**config.mk**
```make
export PLATFORM = sky130hd
export DESIGN_NAME = ls165_piso
export DESIGN_NICKNAME = d
export VERILOG_FILES = /design/src/rtl/ttl_pkg.sv /design/src/rtl/ttl_edge_det.sv /design/src/rtl/ls165_piso.sv
export SDC_FILE = /design/constraint.sdc
export NUM_CORES = 1
export LEC_CHECK = 0
export ABC_CLOCK_PERIOD_IN_PS = 2400
export CORE_MARGIN = 8
export CORE_UTILIZATION = 30
export DETAILED_ROUTE_END_ITERATION = 6
export DONT_BUFFER_PORTS = 1
export PLACE_DENSITY_LB_ADDON = 0.25
export SYNTH_ARGS = -nofsm -noshare
export SYNTH_HDL_FRONTEND = slang
export SYNTH_SLANG_ARGS = --single-unit
export TNS_END_PERCENT = 1
```
**constraint.sdc**
```tcl
create_clock -name clk -period 2.4 [get_ports clk]
set_input_delay 0.48 -clock clk [delete_from_list [all_inputs] [get_ports clk]]
set_output_delay 0.48 -clock clk [all_outputs]
set_load 0.01 [all_outputs]
```
**src/rtl/ttl_pkg.sv**
```systemverilog
// ---------------------------------------------------------------------------
// ttl_pkg
// Shared definitions for the clocked 74-series TTL models.
//   TTL_BYTE   : width of one 8-bit TTL device
//   ttl_width  : total register width of a cascade of n byte-wide devices
// ---------------------------------------------------------------------------
package ttl_pkg;

  localparam int TTL_BYTE = 8;

  function automatic int ttl_width(input int num_chips);
    return TTL_BYTE * num_chips;
  endfunction

endpackage

```
**src/rtl/ttl_edge_det.sv**
```systemverilog
// ---------------------------------------------------------------------------
// ttl_edge_det
// Samples an emulated TTL signal on the system clock and flags its edges.
//   clk   : system clock
//   reset : asynchronous active-high reset
//   d     : signal to watch (assumed synchronous to clk)
//   rise  : d is 1 now and was 0 at the previous clk edge
//   fall  : d is 0 now and was 1 at the previous clk edge
// RST_VAL sets the assumed previous value after reset.
// With RST_VAL=1, a signal that is already high at reset release is not
// reported as a rising edge.
// ---------------------------------------------------------------------------
module ttl_edge_det #(
  parameter logic RST_VAL = 1'b1
) (
  input  logic clk,
  input  logic reset,
  input  logic d,
  output logic rise,
  output logic fall
);

  logic d_q;

  always_ff @(posedge clk or posedge reset) begin
    if (reset) d_q <= RST_VAL;
    else       d_q <= d;
  end

  assign rise = d & ~d_q;
  assign fall = ~d & d_q;

endmodule

```
**src/rtl/ls165_piso.sv**
```systemverilog
// ---------------------------------------------------------------------------
// ls165_piso
// One or more cascaded 74LS165 parallel-in/serial-out shift registers.
// The model is cycle-accurate and runs on the single system clock. The TTL
// shift clock is edge-detected; it is never used as a real clock.
//   clk     : system clock
//   reset   : asynchronous active-high reset
//   sh_ld_n : active-low parallel load. It is level-sensitive and has
//             priority over shift.
//   cp      : emulated TTL shift clock
//   clk_inh : clock inhibit. It is ORed with cp, as on the real part.
//   ser     : serial input, shifted into bit 0
//   p       : parallel data. p[8k+7:8k] maps to pins H..A of chip k.
//   qh      : serial output, which is the MSB of the chain
//   qh_n    : complement of qh
// ---------------------------------------------------------------------------
module ls165_piso
  import ttl_pkg::*;
#(
  parameter int NUM_CHIPS = 1
) (
  input  logic                              clk,
  input  logic                              reset,
  input  logic                              sh_ld_n,
  input  logic                              cp,
  input  logic                              clk_inh,
  input  logic                              ser,
  input  logic [ttl_width(NUM_CHIPS)-1:0]   p,
  output logic                              qh,
  output logic                              qh_n
);

  localparam int W = ttl_width(NUM_CHIPS);

  logic         gclk;
  logic         gclk_rise;
  logic         gclk_fall;
  logic [W-1:0] r;

  assign gclk = cp | clk_inh;

  // The edge detector keeps tracking the gated clock even while a load is
  // in progress. As a result, releasing sh_ld_n with the gated clock high
  // does not produce a shift.
  ttl_edge_det #(
    .RST_VAL (1'b1)
  ) u_gclk_edge (
    .clk   (clk),
    .reset (reset),
    .d     (gclk),
    .rise  (gclk_rise),
    .fall  (gclk_fall)
  );

  // A load takes precedence over a shift on the same edge.
  // The cascade falls out of one wide register: the H bit of chip k moves
  // into the A bit of chip k+1 on the same shift.
  always_ff @(posedge clk or posedge reset) begin
    if (reset) begin
      r <= '0;
    end else if (!sh_ld_n) begin
      r <= p;
    end else if (gclk_rise) begin
      r <= {r[W-2:0], ser};
    end
  end

  assign qh   = r[W-1];
  assign qh_n = ~r[W-1];

  // The falling-edge flag is not needed here. Consuming it keeps the
  // shared edge detector interface uniform across the TTL models.
  logic unused_fall;
  assign unused_fall = gclk_fall;

endmodule
```
==> run_results.csv <==
group,metric,value,unit
run_status,status,"completed",
routing,avgRoutedWirePerCell,13.86,um
grt,grt.total_usage,0.07684,
clocking,postCtsSetupBuffers,0,
floorplan,core-area,1301,sq um
routing,drtAntennaViolNets,0,
setup_path,cp_num_cells,1,
power,p_per_area,727.5,nW/um^2
synthesis,syn_area_per_cell,8.554,sq um
clocking,cts_root_buf,"clkbuf_4",
timing,slew_headroom,0.7744,
setup_path,worstSetupStartpoint,"r[7]",
final_layout,multiInputGateArea,167.7,sq um
clocking,cts_max_level,1,
routing,drtIter0Drc,7,
grt,grt_start_max_net_pins,17,
power,leakage,0.2049,nW
setup_path,slowest_delay,430,ps
synthesis,synth_top_area_frac,0.4776,
placed_design,dp_slack,1212,ps
synthesis,synth-edff-count,0,
setup_path,worst-path-max-fanout,3,
power,switching_share,0.2466,
synthesis,synth_top_cells_by_count,"16 x nand2_1, 8 x a31oi_1, 8 x dfrtp_1, 8 x nor2_1",
final_layout,final_util,0.3433,
grt,grt_pass1_vias,334,
routing,route.detailed.drc,0,
power,power.switching,0.00008013,W
clocking,clk_latency,260,ps
synthesis,synth.largest_area_cell,"dfrtp_1",
timing,fin_worst_skew,2.441,ps
setup_path,worstPathArrival,810,ps
final_layout,regArea,226.5,sq um
placed_design,place_congestion,0.6899,
timing,period_minus_slack,1293,ps
routing,firstDrtPassIters,4,
floorplan,die_h,53.38,um
power,p_clk_frac,0.359,
timing,hold_slack,58.32,ps
setup_path,path_cells,"inv_1",
synthesis,synth.distinct_cells,11,
setup_path,crit_path_top_delay_cell,"dfrtp_1",
routing,viasPerCell,5.046,
floorplan,dieArea,2849,sq um
setup_path,r2r_end,"r[4]",
routing,via_count,328,
synthesis,synth_area,419.2,sq um
timing,period_share,0.5388,
clocking,clock_sinks,9,
setup_path,path_buf_inv,1,
setup_path,cp_top_family,"flip-flops",
final_layout,antenna_cells,0,
timing,max_freq,773.3,MHz
placed_design,dpl.hpwl,689.8,um
timing,worst_pin_slew,338.2,ps
synthesis,syn-instance-count,49,
synthesis,yosysWarnings,0,
floorplan,row_count,13,
setup_path,rr_startpoint,"u_gclk_edge.d_q",
grt,grt_pass1_wl,1.490,mm
synthesis,synth_seq_cells,9,
grt,antenna_found_initial,0,
final_layout,num-fill-cells,147,
floorplan,io_pins,16,
clocking,path_clk_slew,60,ps
timing,setup_viol,0,
worst_hold_path,hp-class,"in2async",
timing,worst_slack,1107,ps
grt,grt-ovfl-total,0,
power,p_int,0.0002448,W
placed_design,portBuffers,0,
setup_path,worst_setup_path_start_kind,"flop",
timing,setup-tns-final,0,ps
final_layout,layout-drive-gt1-share,0.1000,
power,seqPwrFrac,0.542,
synthesis,async_reset_ff_frac,1.000,
clocking,numCtsBuffers,3,
synthesis,synth_nets,63,
power,pwr-share-comb,0.099,
setup_path,cp.required,1920,ps
setup_path,r2r_setup_slack,1300,ps
clocking,postCtsResizedCells,0,
power,vdd_ir_drop_max,0.2775,mV
final_layout,nNetsFinal,65,
job,drv_cap,0,
clocking,holdBufCountCts,0,
setup_path,r2r_cells,3,
setup_path,end_kind,"output port",
routing,routed_wl,901,um
floorplan,dieWidth,53.38,um
synthesis,netlist_top_cells_area,"dfrtp_1 48%, nand2_1 14%, a31oi_1 12%",
synthesis,synth_seq_area_share,0.5403,
timing,hold_viol,0,
clocking,cts.path.max_buffers,2,
clocking,cts_tree,"done",
final_layout,syn2layout_area_growth,6.567,%
timing,rsz0062_at_grt,"no",
setup_path,crit_type,"reg2out",
timing,slew_violations,0,
floorplan,start_util,0.3221,
synthesis,synth-main-ff-cell,"dfrtp_1",
synthesis,yosysMostFrequentCell,"nand2_1",
==> final cells by class <==
class	count	area share
Clock buffer	4	0.05882
Sequential cell	9	0.5070
Tap cell	15	0.04202
Inverter	2	0.01681
Multi-Input combinational cell	35	0.3754
==> power groups by stage <==
| stage | Sequential (W) | Clock [W] | Combinational, W |
|---|---|---|---|
| floorplan | 0.000177 | 0 | 0.0000325 |
| global placement | 0.000179 | 0 | 0.0000327 |
| detailed placement | 0.000179 | 0 | 0.0000329 |
| CTS | 0.000176 | 0.000123 | 0.0000332 |
| global route | 0.000178 | 0.000135 | 0.0000383 |
| finish | 0.000176 | 0.000117 | 0.0000322 |
==> flip-flops by register name, summed over array words and instances, names as in the netlist <==
name,count
u_gclk_edge.d_q,1
r,8
==> placed cells by master (no fill, tap or decap) <==
master and count:
nand2_1 16, nor2_1 8, a31oi_1 8, dfrtp_1 8, clkbuf_4 3, inv_1 2
o21bai_2 1, o21ba_1 1, or2_1 1, clkbuf_1 1, dfstp_2 1
==> stage by stage <==
| step | total power (W) | std cells | instance area (sq um) |
|---|---|---|---|
| floorplan | 0.0002093 | 49 | 419.2 |
| global placement | 0.0002118 | 61 | 420.4 |
| detailed placement | 0.0002121 | 61 | 420.4 |
| CTS | 0.0003326 | 65 | 446.7 |
| global route | 0.0003513 | 65 | 446.7 |
| finish | 0.0003250 | 65 | 446.7 |
==> layer usage <==
| metal | track usage | up-vias | share of wire |
|---|---|---|---|
| li1 | - | 161 | - |
| met1 | 0.07484 | 150 | 0.40 |
| met2 | 0.1055 | 17 | 0.47 |
| met3 | 0.07563 | 0 | 0.12 |
| met4 | 0.03782 | 0 | 0 |
| met5 | 0 | - | 0 |
==> logic make-up after synthesis <==
group,Yosys count,share of synthesized area
buffers and inverters,5,0.05972
AND/OR/NAND/NOR,25,0.2299
flip-flops,9,0.5403
AO/OA/AOI/OAI,10,0.1702
==> worst max-delay path by stage <==
stage / end / slack, ps
2_1_floorplan: r[2] / 1360
3_3_place_gp: r[5] / 1270
3_5_place_dp: r[4] / 1210
4_1_cts: qh_n / 1090
5_1_grt: qh_n / 1050
6_report: qh_n / 1110
No activity file was read; power rests on OpenSTA's default activity.
